### src/rtl/adder_timer_pkg.sv
// Shared types and defaults for the adder carry-chain timing counter.
package adder_timer_pkg;

    localparam int unsigned SYNC_STAGES  = 2;
    localparam int unsigned CNT_W_DEF    = 16;
    localparam int unsigned LOG_RUNS_DEF = 3;
    localparam int unsigned TIMEOUT_DEF  = 1000;

    typedef enum logic [2:0] {
        IDLE   = 3'd0,
        ARM    = 3'd1,
        LAUNCH = 3'd2,
        WAIT   = 3'd3,
        ACCUM  = 3'd4,
        DONE   = 3'd5
    } state_t;

endpackage

### src/rtl/sync_2ff.sv
// Single-bit flop-chain synchroniser for the asynchronous chain output.
module sync_2ff
    import adder_timer_pkg::*;
(
    input  logic clk,
    input  logic rst_n,
    input  logic d,
    output logic q
);

    logic [SYNC_STAGES-1:0] stages;

    always_ff @(posedge clk or negedge rst_n) begin
        if (!rst_n) begin
            stages <= '0;
        end else begin
            stages <= {stages[SYNC_STAGES-2:0], d};
        end
    end

    assign q = stages[SYNC_STAGES-1];

endmodule

### src/rtl/adder_timing_counter.sv
// Launches the adder carry chain, times its arrival over 2^LOG_RUNS runs and reports the average.
// Optional min/max per-run cycle outputs are enabled by defining ADDER_TIMER_MINMAX_EN.
module adder_timing_counter
    import adder_timer_pkg::*;
#(
    parameter int unsigned CNT_W    = CNT_W_DEF,
    parameter int unsigned LOG_RUNS = LOG_RUNS_DEF,
    parameter int unsigned TIMEOUT  = TIMEOUT_DEF
) (
    input  logic                wb_clk_i,
    input  logic                wb_rst_n,
    input  logic                active,
    input  logic                start,
    input  logic                chain_in,
    output logic                launch,
    output logic                busy,
    output logic                done,
    output logic                timeout,
    output logic [CNT_W-1:0]    result,
`ifdef ADDER_TIMER_MINMAX_EN
    output logic [CNT_W-1:0]    min_cycles,
    output logic [CNT_W-1:0]    max_cycles,
`endif
    output logic [LOG_RUNS:0]   runs_done
);

    localparam int unsigned ACC_W = CNT_W + LOG_RUNS;
    localparam int unsigned RUNS  = 1 << LOG_RUNS;
    localparam logic [CNT_W-1:0]  CNT_LIMIT = CNT_W'(TIMEOUT);
    localparam logic [LOG_RUNS:0] RUNS_FULL = (LOG_RUNS+1)'(RUNS);

    state_t              state, state_next;
    logic [CNT_W-1:0]    cnt, cnt_next;
    logic [ACC_W-1:0]    acc, acc_next;
    logic [LOG_RUNS:0]   runs_next;
    logic                launch_next, timeout_next, busy_next, done_next;
    logic                chain_s;
`ifdef ADDER_TIMER_MINMAX_EN
    logic [CNT_W-1:0]    min_next, max_next;
`endif

    sync_2ff u_sync (
        .clk   (wb_clk_i),
        .rst_n (wb_rst_n),
        .d     (chain_in),
        .q     (chain_s)
    );

    // Next-state and datapath; active low overrides every state.
    always_comb begin
        state_next   = state;
        cnt_next     = cnt;
        acc_next     = acc;
        runs_next    = runs_done;
        launch_next  = launch;
        timeout_next = timeout;
`ifdef ADDER_TIMER_MINMAX_EN
        min_next     = min_cycles;
        max_next     = max_cycles;
`endif
        if (!active) begin
            state_next  = IDLE;
            launch_next = 1'b0;
        end else begin
            case (state)
                IDLE, DONE: begin
                    launch_next = 1'b0;
                    if (start) begin
                        state_next   = ARM;
                        cnt_next     = '0;
                        acc_next     = '0;
                        runs_next    = '0;
                        timeout_next = 1'b0;
`ifdef ADDER_TIMER_MINMAX_EN
                        min_next     = '1;
                        max_next     = '0;
`endif
                    end
                end
                ARM: begin
                    launch_next = 1'b0;
                    if (!chain_s) begin
                        state_next = LAUNCH;
                        cnt_next   = '0;
                    end else if (cnt == CNT_LIMIT) begin
                        state_next   = DONE;
                        timeout_next = 1'b1;
                    end else begin
                        cnt_next = cnt + CNT_W'(1);
                    end
                end
                LAUNCH: begin
                    state_next  = WAIT;
                    launch_next = 1'b1;
                    cnt_next    = '0;
                end
                WAIT: begin
                    if (chain_s) begin
                        state_next = ACCUM;
                    end else if (cnt == CNT_LIMIT) begin
                        state_next   = DONE;
                        timeout_next = 1'b1;
                        launch_next  = 1'b0;
                    end else begin
                        cnt_next = cnt + CNT_W'(1);
                    end
                end
                ACCUM: begin
                    acc_next    = acc + ACC_W'(cnt);
                    runs_next   = runs_done + (LOG_RUNS+1)'(1);
                    launch_next = 1'b0;
                    cnt_next    = '0;
`ifdef ADDER_TIMER_MINMAX_EN
                    if (cnt < min_cycles) min_next = cnt;
                    if (cnt > max_cycles) max_next = cnt;
`endif
                    state_next  = (runs_next == RUNS_FULL) ? DONE : ARM;
                end
                default: begin
                    state_next  = IDLE;
                    launch_next = 1'b0;
                end
            endcase
        end
        busy_next = state_next inside {ARM, LAUNCH, WAIT, ACCUM};
        done_next = (state_next == DONE);
    end

    always_ff @(posedge wb_clk_i or negedge wb_rst_n) begin
        if (!wb_rst_n) begin
            state      <= IDLE;
            cnt        <= '0;
            acc        <= '0;
            runs_done  <= '0;
            launch     <= 1'b0;
            timeout    <= 1'b0;
            busy       <= 1'b0;
            done       <= 1'b0;
`ifdef ADDER_TIMER_MINMAX_EN
            min_cycles <= '0;
            max_cycles <= '0;
`endif
        end else begin
            state      <= state_next;
            cnt        <= cnt_next;
            acc        <= acc_next;
            runs_done  <= runs_next;
            launch     <= launch_next;
            timeout    <= timeout_next;
            busy       <= busy_next;
            done       <= done_next;
`ifdef ADDER_TIMER_MINMAX_EN
            min_cycles <= min_next;
            max_cycles <= max_next;
`endif
        end
    end

    // Average is the accumulator with the run-count bits dropped.
    assign result = acc[ACC_W-1:LOG_RUNS];

endmodule

### config.mk
export PLATFORM = sky130hd
export DESIGN_NAME = adder_timing_counter
export DESIGN_NICKNAME = d
export VERILOG_FILES = /design/src/rtl/adder_timer_pkg.sv /design/src/rtl/sync_2ff.sv /design/src/rtl/adder_timing_counter.sv
export SDC_FILE = /design/constraint.sdc
export NUM_CORES = 1
export LEC_CHECK = 0
export CORE_ASPECT_RATIO = 1.5
export CORE_MARGIN = 2
export CORE_UTILIZATION = 50
export DETAILED_ROUTE_END_ITERATION = 7
export HOLD_SLACK_MARGIN = 0.02
export PLACE_DENSITY = 0.78
export SLEW_MARGIN = 10
export SYNTH_ARGS = -nofsm -noshare
export SYNTH_HDL_FRONTEND = slang
export SYNTH_SLANG_ARGS = --single-unit
export TNS_END_PERCENT = 1
### constraint.sdc
create_clock -name wb_clk_i -period 2.49 [get_ports wb_clk_i]
set_input_delay 0.498 -clock wb_clk_i [delete_from_list [all_inputs] [get_ports wb_clk_i]]
set_output_delay 0.498 -clock wb_clk_i [all_outputs]
set_load 0.05 [all_outputs]
==> out/qor.yml <==
synth_seq_area_share_pct: 36.6
gp_congestion: 0.977
clkTransAtPathRegs_ns: 0.09
overflow: 0
final_area_um2: 3710
power_mw: 1.69
finalMaxSlewViolations: 0
reg2reg_slack_ns: 0.08
rows: 36
syn_area_um2: 3280
synth_flop_cell: "dfrtp_1"
setup-violations-final: 0
synth_nets: 391
layout.cells.non_filler: 466
multiInputGateArea_um2: 1860
clkPwrFrac_pct: 33.5
cp_max_fo: 4
start_util_pct: 50.9
grt_max_degree: 21
clock_latency_ns: 0.30
hpwl_um: 5890
worstMarginPinSlew_ns: 0.504
root_buffer: "clkbuf_8"
routed_wl_um: 7660
placed_cells: 458
diodes: 0
max_freq_mhz: 415
pin_count: 29
finalCritPeriodShare_pct: 96.7
synth_cells: 365
grt_pass1_wl_um: 13200
synthArstFlopShare_pct: 100
drc: 0
antenna_found_initial: 0
ir_worst_vdd_v: 0.000375
synth.avg_cell_area_um2: 8.98
switching_share_pct: 28.4
post-place-ws_ns: -0.00813
p_per_area_nw_per_um2: 456
drive_gt1_share_pct: 9.23
wl_per_cell_um: 16.4
cts_htree_levels: 2
firstDrtPassIters: 4
clock_sinks: 48
fillers: 583
grt_use_total_pct: 22.8
dieArea_um2: 7240
grt_pass1_vias: 2912
endpoint_kind: "flip-flop"
skew_ns: 0.00710
numPortBuffers: 28
holdBufCountCts: 0
leakage_nw: 1.69
cts_buffers: 5
critical_path_class: "reg -> reg"
synth_cell_types: 56
num_vias: 2881
critical_path_required_ns: 2.68
core_area_um2: 6440
drt_iter0_markers: 167
synth_top_area_share_pct: 36.6
final_nets: 415
area_growth_pct: 13.2
rr_worst_depth: 8
fin_ws_ns: 0.0828
clockBufferDepth: 2
arrival_ns: 2.60
synth-edff-count: 0
yosysWarnings: 0
hold_violations: 0
synth_area_leaders: "dfrtp_1, ha_1, nand2_1"
seqPwrFrac_pct: 50.6
ant_nets: 0
seqCellArea_um2: 1200
worst_setup_path_start_kind: "flip-flop"
vias_per_cell: 6.18
die_width_um: 70.1
p_switching_mw: 0.480
rsz0062_at_grt: "yes"
dpl_cell_area_um2: 3590
chipHeight_um: 103
cts_tree: "yes"
p_int_mw: 1.21
status: "finished clean"
yosysTopAreaCell: "dfrtp_1"
power_frac_comb_pct: 15.9
cap_viol_max_count: 0
ys_ff_latch: 48
max_slew_margin_pct: 66.3
hold_class: "in -> async"
finalCriticalPeriod_ns: 2.41
==> flip-flops by register name, indices dropped and copies added (netlist names) <==
name	cells
runs_done	4
done	1
busy	1
timeout	1
cnt	16
u_sync.stages	2
launch	1
acc	19
state	3
==> worst max-delay path, stage by stage, from the launching register on <==
cell and delay, ns:
dfrtp_2 0.45, ha_1 0.26, fa_1 0.42, a211oi_1 0.24, o21a_1 0.20, a221o_1 0.26
a31oi_1 0.13, xor2_1 0.16, a22o_1 0.20
==> kinds of logic (layout without fill, tap and decap cells) <==
family,after synthesis,in the layout,share of synthesized area (%)
buffers and inverters,38,63,6.94
xor gates and xnor gates,28,28,7.48
AOI/OAI and AO/OA,102,102,20.6
DFF,48,48,36.6
adders and majority gates,21,21,8.24
and+or+nand+nor,126,126,19.5
muxes,2,2,0.649
==> Yosys cell counts, types with 2 or more instances <==
cell type / instances
dfrtp_1: 48
nand2_1: 37
nor2_1: 33
o21ai_0: 25
a21oi_1: 22
ha_1: 20
buf_4: 16
xnor2_1: 14
xor2_1: 14
nand3_1: 10
a211oi_1: 9
a22o_1: 9
inv_1: 9
nand4_1: 9
clkbuf_1: 8
o31ai_1: 7
nor3_1: 6
a31oi_1: 5
a21o_1: 4
and3_1: 4
o211ai_1: 4
and2_1: 3
buf_6: 3
nand2b_1: 3
nor4_1: 3
a2111oi_0: 2
a22oi_1: 2
and4_1: 2
buf_2: 2
nand3b_1: 2
nor2_2: 2
nor3b_1: 2
o21bai_1: 2
or3_1: 2
==> stage by stage <==
step	util [%]	hold WS [ns]	setup TNS, ns
floorplan	-	0.202	0
global placement	55.7	0.335	0
detailed placement	55.7	0.339	-0.0139
CTS	57.5	0.147	0
global route	57.7	0.156	-0.00561
finish	57.7	0.140	0
==> path summary, 6_finish.rpt <==
| kind | start | to |
|---|---|---|
| max | cnt[0]$_DFFE_PN0P_ | acc[12]$_DFFE_PN0P_ |
| min | wb_rst_n | busy$_DFF_PN0_ |
| max reg2reg | cnt[0]$_DFFE_PN0P_ | acc[12]$_DFFE_PN0P_ |
| min reg2reg | u_sync.stages[0]$_DFF_PN0_ | u_sync.stages[1]$_DFF_PN0_ |
| max in group asynchronous | wb_rst_n | cnt[0]$_DFFE_PN0P_ |
| min in group wb_clk_i | u_sync.stages[0]$_DFF_PN0_ | u_sync.stages[1]$_DFF_PN0_ |
==> metal layers <==
layer / global-route usage [%] / vias to the layer above / wire [um]
met5: 0 / - / 0
met4: 13.6 / 0 / 333
met3: 3.20 / 26 / 299
met2: 41.5 / 96 / 4080
met1: 25.4 / 1393 / 2950
li1: - / 1366 / -
==> power by group through the flow <==
stage          Sequential (mW)  Clock, mW  Combinational, mW
2_1_floorplan            0.863          0              0.172
3_5_place_dp             0.871          0              0.264
6_report                 0.856      0.568              0.268
5_1_grt                  0.865      0.616              0.304
4_1_cts                  0.855      0.584              0.267
3_3_place_gp             0.869          0              0.248
==> layout make-up <==
class	count	share of cell area, %
inverter	9	0.910
sequential	48	32.4
timing repair buffer	46	11.1
clock buffer	5	1.85
multi-input combinational	279	50.1
clock inverter	3	1.15
tap	76	2.56
==> cells in the final DEF (no fill, tap or decap), drive strengths merged, types with 5 or more instances in the layout <==
cell | synthesis | layout
clkbuf | 8 | 5
xnor2 | 14 | 14
nand3 | 10 | 10
dfrtp | 48 | 48
a211oi | 9 | 9
inv | 9 | 9
clkdlybuf4s50 | 0 | 27
xor2 | 14 | 14
a21oi | 22 | 22
nand2 | 37 | 37
buf | 21 | 19
nand4 | 9 | 9
o31ai | 7 | 7
a31oi | 5 | 5
o21ai | 25 | 25
nor2 | 35 | 35
nor3 | 7 | 7
ha | 20 | 20
a22o | 9 | 9
==> repair_timing <==
item                       in CTS  in global routing
resized for setup               0                  5
setup endpoints to repair       0                  3
setup buffers                   0                  0
No activity file was read; power rests on OpenSTA's default activity.
